$ cat config.mk
export PLATFORM = sky130hd
export DESIGN_NAME = spi_periph_bridge_flat
export DESIGN_NICKNAME = d
export VERILOG_FILES = /design/src/rtl/spi_periph_bridge_if.sv /design/src/rtl/spi_periph_bridge.sv /design/src/flat_wrapper.sv
export SDC_FILE = /design/constraint.sdc
export NUM_CORES = 1
export LEC_CHECK = 0
export BUFFER_PORTS_ARGS = -buffer_cell sky130_fd_sc_hd__buf_2
export CAP_MARGIN = 10
export CORE_MARGIN = 1
export CORE_UTILIZATION = 46
export CTS_CLUSTER_DIAMETER = 100
export DETAILED_ROUTE_END_ITERATION = 7
export PLACE_DENSITY = 0.81
export SYNTH_ARGS = -nofsm -noshare
export SYNTH_HDL_FRONTEND = slang
export SYNTH_SLANG_ARGS = --single-unit
$ cat constraint.sdc
create_clock -name clk -period 4.5 [get_ports clk]
set_input_delay 0.9 -clock clk [delete_from_list [all_inputs] [get_ports clk]]
set_output_delay 0.9 -clock clk [all_outputs]
set_load 0.05 [all_outputs]
$ cat src/rtl/spi_periph_bridge_if.sv
// Signal bundle between the SPI register front end, the bridge and the peripheral bus.
// master = bridge side, slave = front end / peripheral side.
interface spi_periph_bridge_if #(
  parameter int ADDR_W = 6,
  parameter int REG_W  = 32
);
  logic [ADDR_W-1:0] reg_addr;
  logic              reg_rw;
  logic [1:0]        txn_width;
  logic [REG_W-1:0]  reg_data_o;
  logic              reg_data_o_dv;
  logic              reg_addr_v;
  logic [REG_W-1:0]  reg_data_i;
  logic              reg_data_i_dv;
  logic [ADDR_W-1:0] address;
  logic [REG_W-1:0]  data_in;
  logic [1:0]        data_write_n;
  logic [1:0]        data_read_n;
  logic [REG_W-1:0]  data_out;
  logic              data_ready;
  logic              timeout_err;

  modport master (
    input  reg_addr, reg_rw, txn_width, reg_data_o, reg_data_o_dv, reg_addr_v,
           data_out, data_ready,
    output reg_data_i, reg_data_i_dv, address, data_in, data_write_n, data_read_n,
           timeout_err
  );

  modport slave (
    output reg_addr, reg_rw, txn_width, reg_data_o, reg_data_o_dv, reg_addr_v,
           data_out, data_ready,
    input  reg_data_i, reg_data_i_dv, address, data_in, data_write_n, data_read_n,
           timeout_err
  );
endinterface

$ cat src/rtl/spi_periph_bridge.sv
// Converts SPI front-end write strobes / read requests into single TinyQV-style
// peripheral bus cycles and returns read data with a one-cycle valid pulse.
//
// state | meaning
// IDLE  | waiting for a write strobe or read request
// WRITE | data_write_n active for exactly one cycle
// READ  | data_read_n active, waiting for data_ready or timeout
// RESP  | reg_data_i_dv high for one cycle
// HOLD  | waiting for the front end to drop reg_addr_v
module spi_periph_bridge #(
  parameter int ADDR_W = 6,
  parameter int REG_W  = 32,
  parameter int TO_CYC = 255
) (
  input logic               clk,
  input logic               rst,
  input logic               ena,
  spi_periph_bridge_if.master bus
);
  typedef enum logic [2:0] {IDLE, WRITE, READ, RESP, HOLD} state_t;

  localparam logic [7:0] TO_LIM = 8'(TO_CYC);

  state_t            state_q, state_nx;
  logic [ADDR_W-1:0] addr_q, addr_nx;
  logic [REG_W-1:0]  din_q, din_nx;
  logic [1:0]        wr_n_q, wr_n_nx;
  logic [1:0]        rd_n_q, rd_n_nx;
  logic [REG_W-1:0]  rdata_q, rdata_nx;
  logic              dv_q, dv_nx;
  logic              err_q, err_nx;
  logic [7:0]        cnt_q, cnt_nx;
  logic [1:0]        w;
  logic [REG_W-1:0]  rd_data;

  always_ff @(posedge clk or posedge rst) begin
    if (rst) begin
      state_q <= IDLE;
      addr_q  <= '0;
      din_q   <= '0;
      wr_n_q  <= 2'b11;
      rd_n_q  <= 2'b11;
      rdata_q <= '0;
      dv_q    <= 1'b0;
      err_q   <= 1'b0;
      cnt_q   <= 8'd0;
    end else if (ena) begin
      state_q <= state_nx;
      addr_q  <= addr_nx;
      din_q   <= din_nx;
      wr_n_q  <= wr_n_nx;
      rd_n_q  <= rd_n_nx;
      rdata_q <= rdata_nx;
      dv_q    <= dv_nx;
      err_q   <= err_nx;
      cnt_q   <= cnt_nx;
    end
  end

  always_comb begin
    w = (bus.txn_width == 2'b11) ? 2'b10 : bus.txn_width;
    // Mask by the width currently on the bus, which is the width of this read
    case (rd_n_q)
      2'b00:   rd_data = bus.data_out & REG_W'(8'hFF);
      2'b01:   rd_data = bus.data_out & REG_W'(16'hFFFF);
      default: rd_data = bus.data_out;
    endcase

    state_nx = state_q;
    addr_nx  = addr_q;
    din_nx   = din_q;
    wr_n_nx  = wr_n_q;
    rd_n_nx  = rd_n_q;
    rdata_nx = rdata_q;
    dv_nx    = 1'b0;
    err_nx   = err_q;
    cnt_nx   = cnt_q;

    if (bus.reg_data_o_dv && bus.reg_rw && state_q != IDLE) err_nx = 1'b1;

    case (state_q)
      IDLE: begin
        if (bus.reg_data_o_dv && bus.reg_rw) begin
          addr_nx  = bus.reg_addr;
          din_nx   = bus.reg_data_o;
          wr_n_nx  = w;
          state_nx = WRITE;
        end else if (bus.reg_addr_v) begin
          addr_nx  = bus.reg_addr;
          rd_n_nx  = w;
          cnt_nx   = 8'd0;
          state_nx = READ;
        end
      end
      WRITE: begin
        wr_n_nx  = 2'b11;
        state_nx = IDLE;
      end
      READ: begin
        if (bus.data_ready) begin
          rdata_nx = rd_data;
          rd_n_nx  = 2'b11;
          dv_nx    = 1'b1;
          state_nx = RESP;
        end else if (cnt_q == TO_LIM) begin
          rdata_nx = '0;
          err_nx   = 1'b1;
          rd_n_nx  = 2'b11;
          dv_nx    = 1'b1;
          state_nx = RESP;
        end else if (cnt_q != 8'hFF) begin
          cnt_nx = cnt_q + 8'd1;
        end
      end
      RESP: state_nx = HOLD;
      HOLD: if (!bus.reg_addr_v) state_nx = IDLE;
      default: state_nx = IDLE;
    endcase
  end

  assign bus.address       = addr_q;
  assign bus.data_in       = din_q;
  assign bus.data_write_n  = wr_n_q;
  assign bus.data_read_n   = rd_n_q;
  assign bus.reg_data_i    = rdata_q;
  assign bus.reg_data_i_dv = dv_q;
  assign bus.timeout_err   = err_q;
endmodule
$ cat src/flat_wrapper.sv
// flat-port wrapper written by rule: the top's interface ports become plain ports
module spi_periph_bridge_flat 
#(
  parameter int ADDR_W = 6,
  parameter int REG_W  = 32,
  parameter int TO_CYC = 255
)
  (clk, rst, ena, bus_reg_addr, bus_reg_rw, bus_txn_width, bus_reg_data_o, bus_reg_data_o_dv, bus_reg_addr_v, bus_data_out, bus_data_ready, bus_reg_data_i, bus_reg_data_i_dv, bus_address, bus_data_in, bus_data_write_n, bus_data_read_n, bus_timeout_err);
  spi_periph_bridge_if #(.ADDR_W(ADDR_W), .REG_W(REG_W)) bus_i ();
  input logic clk;
  input logic rst;
  input logic ena;
  input wire logic [$bits(bus_i.reg_addr)-1:0] bus_reg_addr;
  input wire logic [$bits(bus_i.reg_rw)-1:0] bus_reg_rw;
  input wire logic [$bits(bus_i.txn_width)-1:0] bus_txn_width;
  input wire logic [$bits(bus_i.reg_data_o)-1:0] bus_reg_data_o;
  input wire logic [$bits(bus_i.reg_data_o_dv)-1:0] bus_reg_data_o_dv;
  input wire logic [$bits(bus_i.reg_addr_v)-1:0] bus_reg_addr_v;
  input wire logic [$bits(bus_i.data_out)-1:0] bus_data_out;
  input wire logic [$bits(bus_i.data_ready)-1:0] bus_data_ready;
  output wire logic [$bits(bus_i.reg_data_i)-1:0] bus_reg_data_i;
  output wire logic [$bits(bus_i.reg_data_i_dv)-1:0] bus_reg_data_i_dv;
  output wire logic [$bits(bus_i.address)-1:0] bus_address;
  output wire logic [$bits(bus_i.data_in)-1:0] bus_data_in;
  output wire logic [$bits(bus_i.data_write_n)-1:0] bus_data_write_n;
  output wire logic [$bits(bus_i.data_read_n)-1:0] bus_data_read_n;
  output wire logic [$bits(bus_i.timeout_err)-1:0] bus_timeout_err;
  assign bus_i.reg_addr = bus_reg_addr;
  assign bus_i.reg_rw = bus_reg_rw;
  assign bus_i.txn_width = bus_txn_width;
  assign bus_i.reg_data_o = bus_reg_data_o;
  assign bus_i.reg_data_o_dv = bus_reg_data_o_dv;
  assign bus_i.reg_addr_v = bus_reg_addr_v;
  assign bus_i.data_out = bus_data_out;
  assign bus_i.data_ready = bus_data_ready;
  assign bus_reg_data_i = bus_i.reg_data_i;
  assign bus_reg_data_i_dv = bus_i.reg_data_i_dv;
  assign bus_address = bus_i.address;
  assign bus_data_in = bus_i.data_in;
  assign bus_data_write_n = bus_i.data_write_n;
  assign bus_data_read_n = bus_i.data_read_n;
  assign bus_timeout_err = bus_i.timeout_err;
  spi_periph_bridge #(.ADDR_W(ADDR_W), .REG_W(REG_W), .TO_CYC(TO_CYC)) u_core (.clk(clk), .rst(rst), .ena(ena), .bus(bus_i));
endmodule
* After elaboration in Yosys (flattened, before gate mapping)
Cells that the tools add are included.
** Word-level totals
- Input bits :: 79
- Word-level logic and storage cells :: 75
- Register bits :: 87
** Cells by class
- Reductions and logical operators :: 16
- Equal/unequal tests :: 17
- Add/sub/neg operators :: 1
- Mux-type cells :: 32
** Operators by type and width (count)
- $mux 32 :: 2
- $pmux 32 s2 :: 1
- $mux 8 :: 5
- $pmux 8 s2 :: 1
- $mux 3 :: 5
- $mux 2 :: 6
- $mux 6 :: 2
- $pmux 3 s4 :: 1
- $reduce_and 3->1 :: 4
- $ne 2x2->1 const B :: 5
- $add 8x1->8 const B :: 1
- $eq 8x8->1 const B :: 1
- $ne 8x8->1 const B :: 1
- $pmux 2 s2 :: 2
- $reduce_bool 2->1 :: 4
- $mux 1 :: 7
- $reduce_and 7->1 :: 1
- $eq 3x2->1 const B :: 2
- $ne 3x2->1 const B :: 2
- $reduce_and 5->1 :: 1
- $ne 2x1->1 const B :: 2
- $reduce_and 4->1 :: 1
- $eq 3x1->1 const B :: 1
- $eq 3x3->1 const B :: 1
- 6 further kinds :: 7

* Logic depth before layout (Yosys ltp)
Gate-level depths: netlist of run 1.
- Depth after elaboration :: 6
- Depth in mapped cells :: 6

* Worst setup path after synthesis of run 1
OpenSTA, ideal clock, no wires.
- Path kind :: input -> register
- Start :: input port ena
- End :: register u_core.din_q[15], in the netlist u_core.bus.data_in[15]
- Setup time :: 0.125 ns
- Data arrival time :: 2.107 ns
- Buffers on the path :: 2
- Required time :: 4.375 ns
- Cell stages on the path :: 5
- Slack :: 2.267 ns
- Path through :: inv_1 > or4_4 > buf_6 > buf_8 > mux2_4
** On the way
- Word-level cells in the longest chain between the ends :: 1
** Ends and longest elaborated chain
- from (decl) :: line flat_wrapper.sv:12 : input logic ena;
- $reduce_and 3->1 (no line)
- to (signal assigned) :: line spi_periph_bridge.sv:50 : din_q <= din_nx;
- to (decl) :: line spi_periph_bridge.sv:26 : logic [REG_W-1:0] din_q, din_nx;
Every way passes these cells.
A chain may end at the register's enable or synchronous reset.

* Worst setup path in the final report of run 1
- Start :: input port bus_data_ready
- End :: register u_core.rdata_q[8], in the netlist u_core.bus.reg_data_i[8]
** On the way
- Word-level cells in the longest chain between the ends :: 2
- Elaborated cells between the ends (all ways) :: 3
- Those cells by class :: 1 x mux; 2 x reduce/logical
** Ends and longest elaborated chain
- from (decl) :: line flat_wrapper.sv:20 : input wire logic [$bits(bus_i.data_ready)-1:0] bus_data_ready;
- $reduce_bool 2->1 (no line)
- $reduce_and 3->1 (no line)
- to (signal assigned) :: line spi_periph_bridge.sv:53 : rdata_q <= rdata_nx;
- to (decl) :: line spi_periph_bridge.sv:29 : logic [REG_W-1:0] rdata_q, rdata_nx;
Parallel ways exist; a longest one is shown, timed or not.

==> flow_metrics.tcl, run 1 <==
set metrics [dict create \
    overflow 0 \
    critPathArrivalTime_ns 2.89 \
    yosysSeqAreaShare 0.549 \
    clock-sinks 87 \
    rrSetupSlack_ns 1.93 \
    initial_utilization 0.479 \
    rsz0062_at_grt "no" \
    num_rows 33 \
    worst_slack_ns 1.89 \
    final_common_cell "buf_2" \
    hold_viol 0 \
    relSlewSlack 0.290 \
    vias 2956 \
    ant_nets 0 \
    drt-initial-drc-count 73 \
    crit_type "in -> reg" \
    synth.net_count 385 \
    skew_ns 0.0111 \
    cp.required_ns 4.78 \
    clk_pin_slew_ns 0.10 \
    track_usage 0.196 \
    grt_pass1_vias 2879 \
    coreArea_um2 8300 \
    route.met3.wl_um 690 \
    reg2reg_to "u_core.bus.reg_data_i[8]" \
    p_per_area_nw_per_um2 806 \
    gp_congestion 0.806 \
    place_hpwl_mm 6.45 \
    critPathLaunchType "primary input" \
    tightestPinTransition_ns 1.06 \
    dp_slack_ns 1.53 \
    wl_met1_mm 3.81 \
    peakVddDrop_v 0.000519 \
    io_buffers 154 \
    clk_latency_ns 0.35 \
    placed_area_um2 4750 \
    p_leak_uw 0.00263 \
    mappedNetlistArea_um2 3980 \
    grt_max_degree 64 \
    htreeDepth 3 \
    synth_flop_cell "dfrtp_1" \
    routed_wl_mm 8.81 \
    chipHeight_um 95.0 \
    avgSynthCellArea_um2 13.0 \
    setup.worst_path.end_class "flop" \
    period_share 0.580 \
    cts.repair.resized 0 \
    dieArea_um2 9020 \
    tns_ns 0 \
    highest_layer "met4" \
    clockRootBuffer "clkbuf_8" \
    cts_tree "yes" \
    ys_types 49 \
    finalInstanceArea_um2 4960 \
    top_level_ports 155 \
    dp.cells 547 \
    synth-seq-cells 87 \
    clk_path_buf_depth 2 \
    ys_warn_count 0 \
    r2r-start "u_core.state_q[1]" \
    postSynthCellCount 305 \
    hold_class "in -> async" \
    final.min_clock_period_ns 2.61 \
    via_per_inst 5.24 \
    reg2reg_depth 4 \
    cp_max_fo 28 \
    antenna_found_initial 0 \
    drc 0 \
    stdcell_count 564 \
    async_flop_share 1.00 \
    outcome "finished, final reports clean" \
    syn_to_final_growth_pct 24.7 \
    wl_met2_mm 4.13 \
    synth_edf_count 0 \
    nets 534 \
    hold_buffers 0 \
    cts_made_buffers 9 \
    die_width_um 95.0 \
    layout_common_cells "154 x buf_2, 83 x dfrtp_1, 28 x mux2_4" \
    drv_cap 0 \
    grt_pass1_wl_mm 13.5 \
    antennaDiodeCount 0 \
    post_drt_wl_per_cell_um 15.6 \
    final-setup-viol-count 0 \
    drive_above_1_share 0.501 \
    slew_viol_final 0 \
    fmax_mhz 383 \
    drtPass1Iterations 5 \
    cts_setup_buffers 0 \
]
==> state kept, by name (all words and copies together), names as in the netlist, 2 cells and up <==
register / flops
u_core.bus.data_write_n: 2
u_core.cnt_q: 8
u_core.bus.reg_data_i: 32
u_core.state_q: 3
u_core.bus.data_read_n: 2
u_core.bus.data_in: 32
u_core.bus.address: 6
==> layout make-up <==
type                    instances  area, um^2
clock buffers                  10         128
clock inverters                 6        52.6
fillers                       681        3340
inverters                      20        76.3
multi-input cells             179        1580
flip-flops and latches         87        2180
well taps                     105         131
repair buffers                157         813
==> per-layer routing <==
layer  global-route usage  vias up
met5                    0        -
met2                0.323      131
li1                     -     1385
met4               0.0606        0
met3               0.0539       13
met1                0.252     1427
==> report_power, final <==
| group | internal [uW] | leakage (uW) | switching, uW | total (uW) |
|---|---|---|---|---|
| logic | 626 | 0.00146 | 1510 | 2140 |
| registers | 1120 | 0.00108 | 238 | 1360 |
| clock network | 210 | 0.0000854 | 289 | 498 |
==> synth_stat cells, types with 3 or more instances <==
cell      number  area [um^2]
a21oi_1        6         30.0
nand2_1       18         67.6
inv_1         20         75.1
a211o_1        3         26.3
mux2_4        28          420
buf_4          3         22.5
mux2i_1       14          140
clkbuf_1       9         33.8
dfrtp_1       83         2080
nand4_1       12         75.1
mux2_1         7         78.8
and3_1        16          100
mux2_2        19          214
dfstp_2        4          105
a211oi_1       5         37.5
o22a_1         4         35.0
nand2b_1       6         37.5
o21ai_0        8         40.0
==> through the flow <==
step / util / hold slack (ns) / power [uW]
final: 0.597 / 0.445 / 3990
after CTS: 0.594 / 0.491 / 4020
after global routing: 0.597 / 0.441 / 4220
after global placement: 0.572 / 0.463 / 3450
after detailed placement: 0.572 / 0.468 / 3520
after floorplan: - / 0.505 / 3040
==> worst max path at each step <==
| stage | end | slack, ns | cells past startpoint | start |
|---|---|---|---|---|
| 6_report | u_core.bus.reg_data_i[8] | 1.89 | 5 | bus_data_ready |
| 5_1_grt | u_core.bus.reg_data_i[8] | 1.75 | 5 | bus_data_ready |
| 4_1_cts | u_core.bus.reg_data_i[8] | 1.93 | 4 | u_core.state_q[1] |
| 3_5_place_dp | u_core.bus.reg_data_i[8] | 1.53 | 5 | bus_data_ready |
| 3_3_place_gp | u_core.bus.reg_data_i[10] | 1.65 | 5 | bus_data_ready |
| 2_1_floorplan | u_core.bus.address[0] | 1.36 | 1 | rst |
==> kinds of logic (layout without fill, tap and decap cells) <==
group / count (synthesis) / in the layout / share of synthesized area
compound gates: 40 / 40 / 0.0686
mux: 68 / 68 / 0.215
flops: 87 / 87 / 0.549
fa+ha+maj: 1 / 1 / 0.00315
simple gates: 70 / 70 / 0.110
buf+inv: 39 / 193 / 0.0551
==> worst max-delay path, stage by stage <==
cell     delay, ns
buf_2         0.36
a41oi_1       0.19
nor3_4        0.88
buf_4         0.33
mux2i_1       0.21
(Power assumes the default switching activity.)
==> run 2: changes to the inputs <==
- clock period: 4.5 -> 2.72 ns (I/O delays scaled with it)
==> flow_metrics.tcl, run 2 (synthesized netlist as in run 1, its figures left out) <==
set metrics [dict create \
    totalPowerFinal_uw 6670 \
    placed_area_um2 4790 \
    period_share 0.768 \
    clock-sinks 87 \
    clk_latency_ns 0.37 \
    hold_class "in -> async" \
    clk_path_buf_depth 2 \
    hold_viol 0 \
    critPathArrivalTime_ns 2.33 \
    sw_frac_of_total 0.510 \
    skew_ns 0.0186 \
    rsz0062_at_grt "no" \
    io_buffers 154 \
    tightestPinTransition_ns 0.863 \
    clock_power_share 0.134 \
    slew_viol_final 0 \
    peakVddDrop_v 0.000767 \
    p_leak_uw 0.00264 \
    antennaDiodeCount 0 \
    htreeDepth 3 \
    finalInstanceArea_um2 4990 \
    drv_cap 0 \
    p_int_uw 3270 \
    multi_input_area_um2 1580 \
    pwr-share-comb 0.529 \
    final.min_clock_period_ns 2.09 \
    critPathMaxStageDelay_ns 0.58 \
    dieArea_um2 9020 \
    antenna_found_initial 0 \
    chipHeight_um 95.0 \
    cts.repair.resized 0 \
    via_per_inst 5.12 \
    crit_type "reg -> reg" \
    drt-initial-drc-count 101 \
    critPathLaunchType "flop" \
    seq_area_um2 2180 \
    track_usage 0.199 \
    layout_common_cells "154 x buf_2, 83 x dfrtp_1, 28 x mux2_4" \
    clk_pin_slew_ns 0.11 \
    cts_setup_buffers 0 \
    worstPathCellList "or3b_1 -> nor3_4 -> buf_4 -> mux2_1" \
    grt_pass1_vias 2724 \
    seqPwrFrac 0.337 \
    p_switching_uw 3410 \
    coreArea_um2 8300 \
    grt_pass1_wl_mm 13.5 \
    overflow 0 \
    fmax_mhz 478 \
    hold_buffers 0 \
    place_hpwl_mm 6.54 \
    relSlewSlack 0.422 \
    cp.required_ns 2.96 \
    cp_slowest_cell "dfrtp_1" \
    ant_nets 0 \
    final_common_cell "buf_2" \
    die_width_um 95.0 \
    grt_max_degree 37 \
    num_rows 33 \
    p_per_area_nw_per_um2 1340 \
    setup.worst_path.end_class "flop" \
    routed_wl_mm 8.82 \
    post_drt_wl_per_cell_um 15.6 \
    tns_ns 0 \
    gp_congestion 0.824 \
    drtPass1Iterations 4 \
    syn_to_final_growth_pct 25.6 \
    cts_tree "yes" \
    drive_above_1_share 0.505 \
    drc 0 \
    final-setup-viol-count 0 \
    initial_utilization 0.479 \
    top_level_ports 155 \
    outcome "finished, final reports clean" \
    clockRootBuffer "clkbuf_8" \
    hold_ws_ns 0.243 \
    cp_max_fo 21 \
    nets 536 \
    fillerInstances 664 \
    vias 2897 \
    cts_made_buffers 9 \
]
[run 2: cell types whose count changed in the layout (fill, tap and decap cells not counted)]
cell and delta:
inv_8 +1, inv_6 -2, clkinv_4 +1, clkinv_2 -1
buf_16 -1, clkinv_8 +2, buf_12 +1, buf_4 +2
clkbuf_1 -1
[run 2: layout make-up]
| cell class | instances | area share |
|---|---|---|
| well taps | 105 | 0.0263 |
| clock buffers | 9 | 0.0248 |
| repair buffers | 159 | 0.164 |
| inverters | 20 | 0.0158 |
| multi-input cells | 179 | 0.316 |
| clock inverters | 7 | 0.0160 |
| flip-flops and latches | 87 | 0.437 |
[run 2: critical path: cells and delay by family (launching register included)]
family,cells,cell delay [ns]
AND/OR/NAND/NOR,2,0.70
flip-flops,1,0.58
multiplexers,1,0.37
buffers and inverters,1,0.33
[run 2: final timing paths]
check	from	endpoint	slack [ns]	depth (start not counted)
min in group clk	bus_reg_data_o[5]	u_core.bus.data_in[5]	0.40	2
max in group asynchronous	rst	u_core.bus.data_read_n[1]	1.67	3
max	u_core.state_q[1]	u_core.bus.reg_data_i[16]	0.63	4
min	rst	u_core.bus.data_in[6]	0.24	2
max reg2reg	u_core.state_q[1]	u_core.bus.reg_data_i[16]	0.63	4
min reg2reg	u_core.bus.reg_data_i[26]	u_core.bus.reg_data_i[26]	0.50	1
[run 2: power groups by stage]
stage | clock network (uW) | logic (uW) | registers (uW)
finish | 892 | 3530 | 2250
CTS | 923 | 3560 | 2250
detailed placement | 0 | 3560 | 2270
floorplan | 0 | 1120 | 3910
global placement | 0 | 3490 | 2240
global route | 979 | 3730 | 2330
[run 2: per-stage QoR]
stage                util  worst slack (ns)  std cells
finish              0.602             0.630        566
global route        0.602             0.499        566
CTS                 0.602             0.618        566
detailed placement  0.577             0.368        550
global placement    0.577             0.419        550
floorplan               -             0.843        305
[run 2: per-layer routing]
layer | up-vias | routed length, um | global-route usage | part of all wire
met3 | 11 | 690 | 0.0515 | 0.078
met5 | - | 0 | 0 | 0
met1 | 1376 | 3880 | 0.250 | 0.44
met2 | 121 | 4110 | 0.323 | 0.47
li1 | 1389 | - | - | -
met4 | 0 | 151 | 0.0859 | 0.017
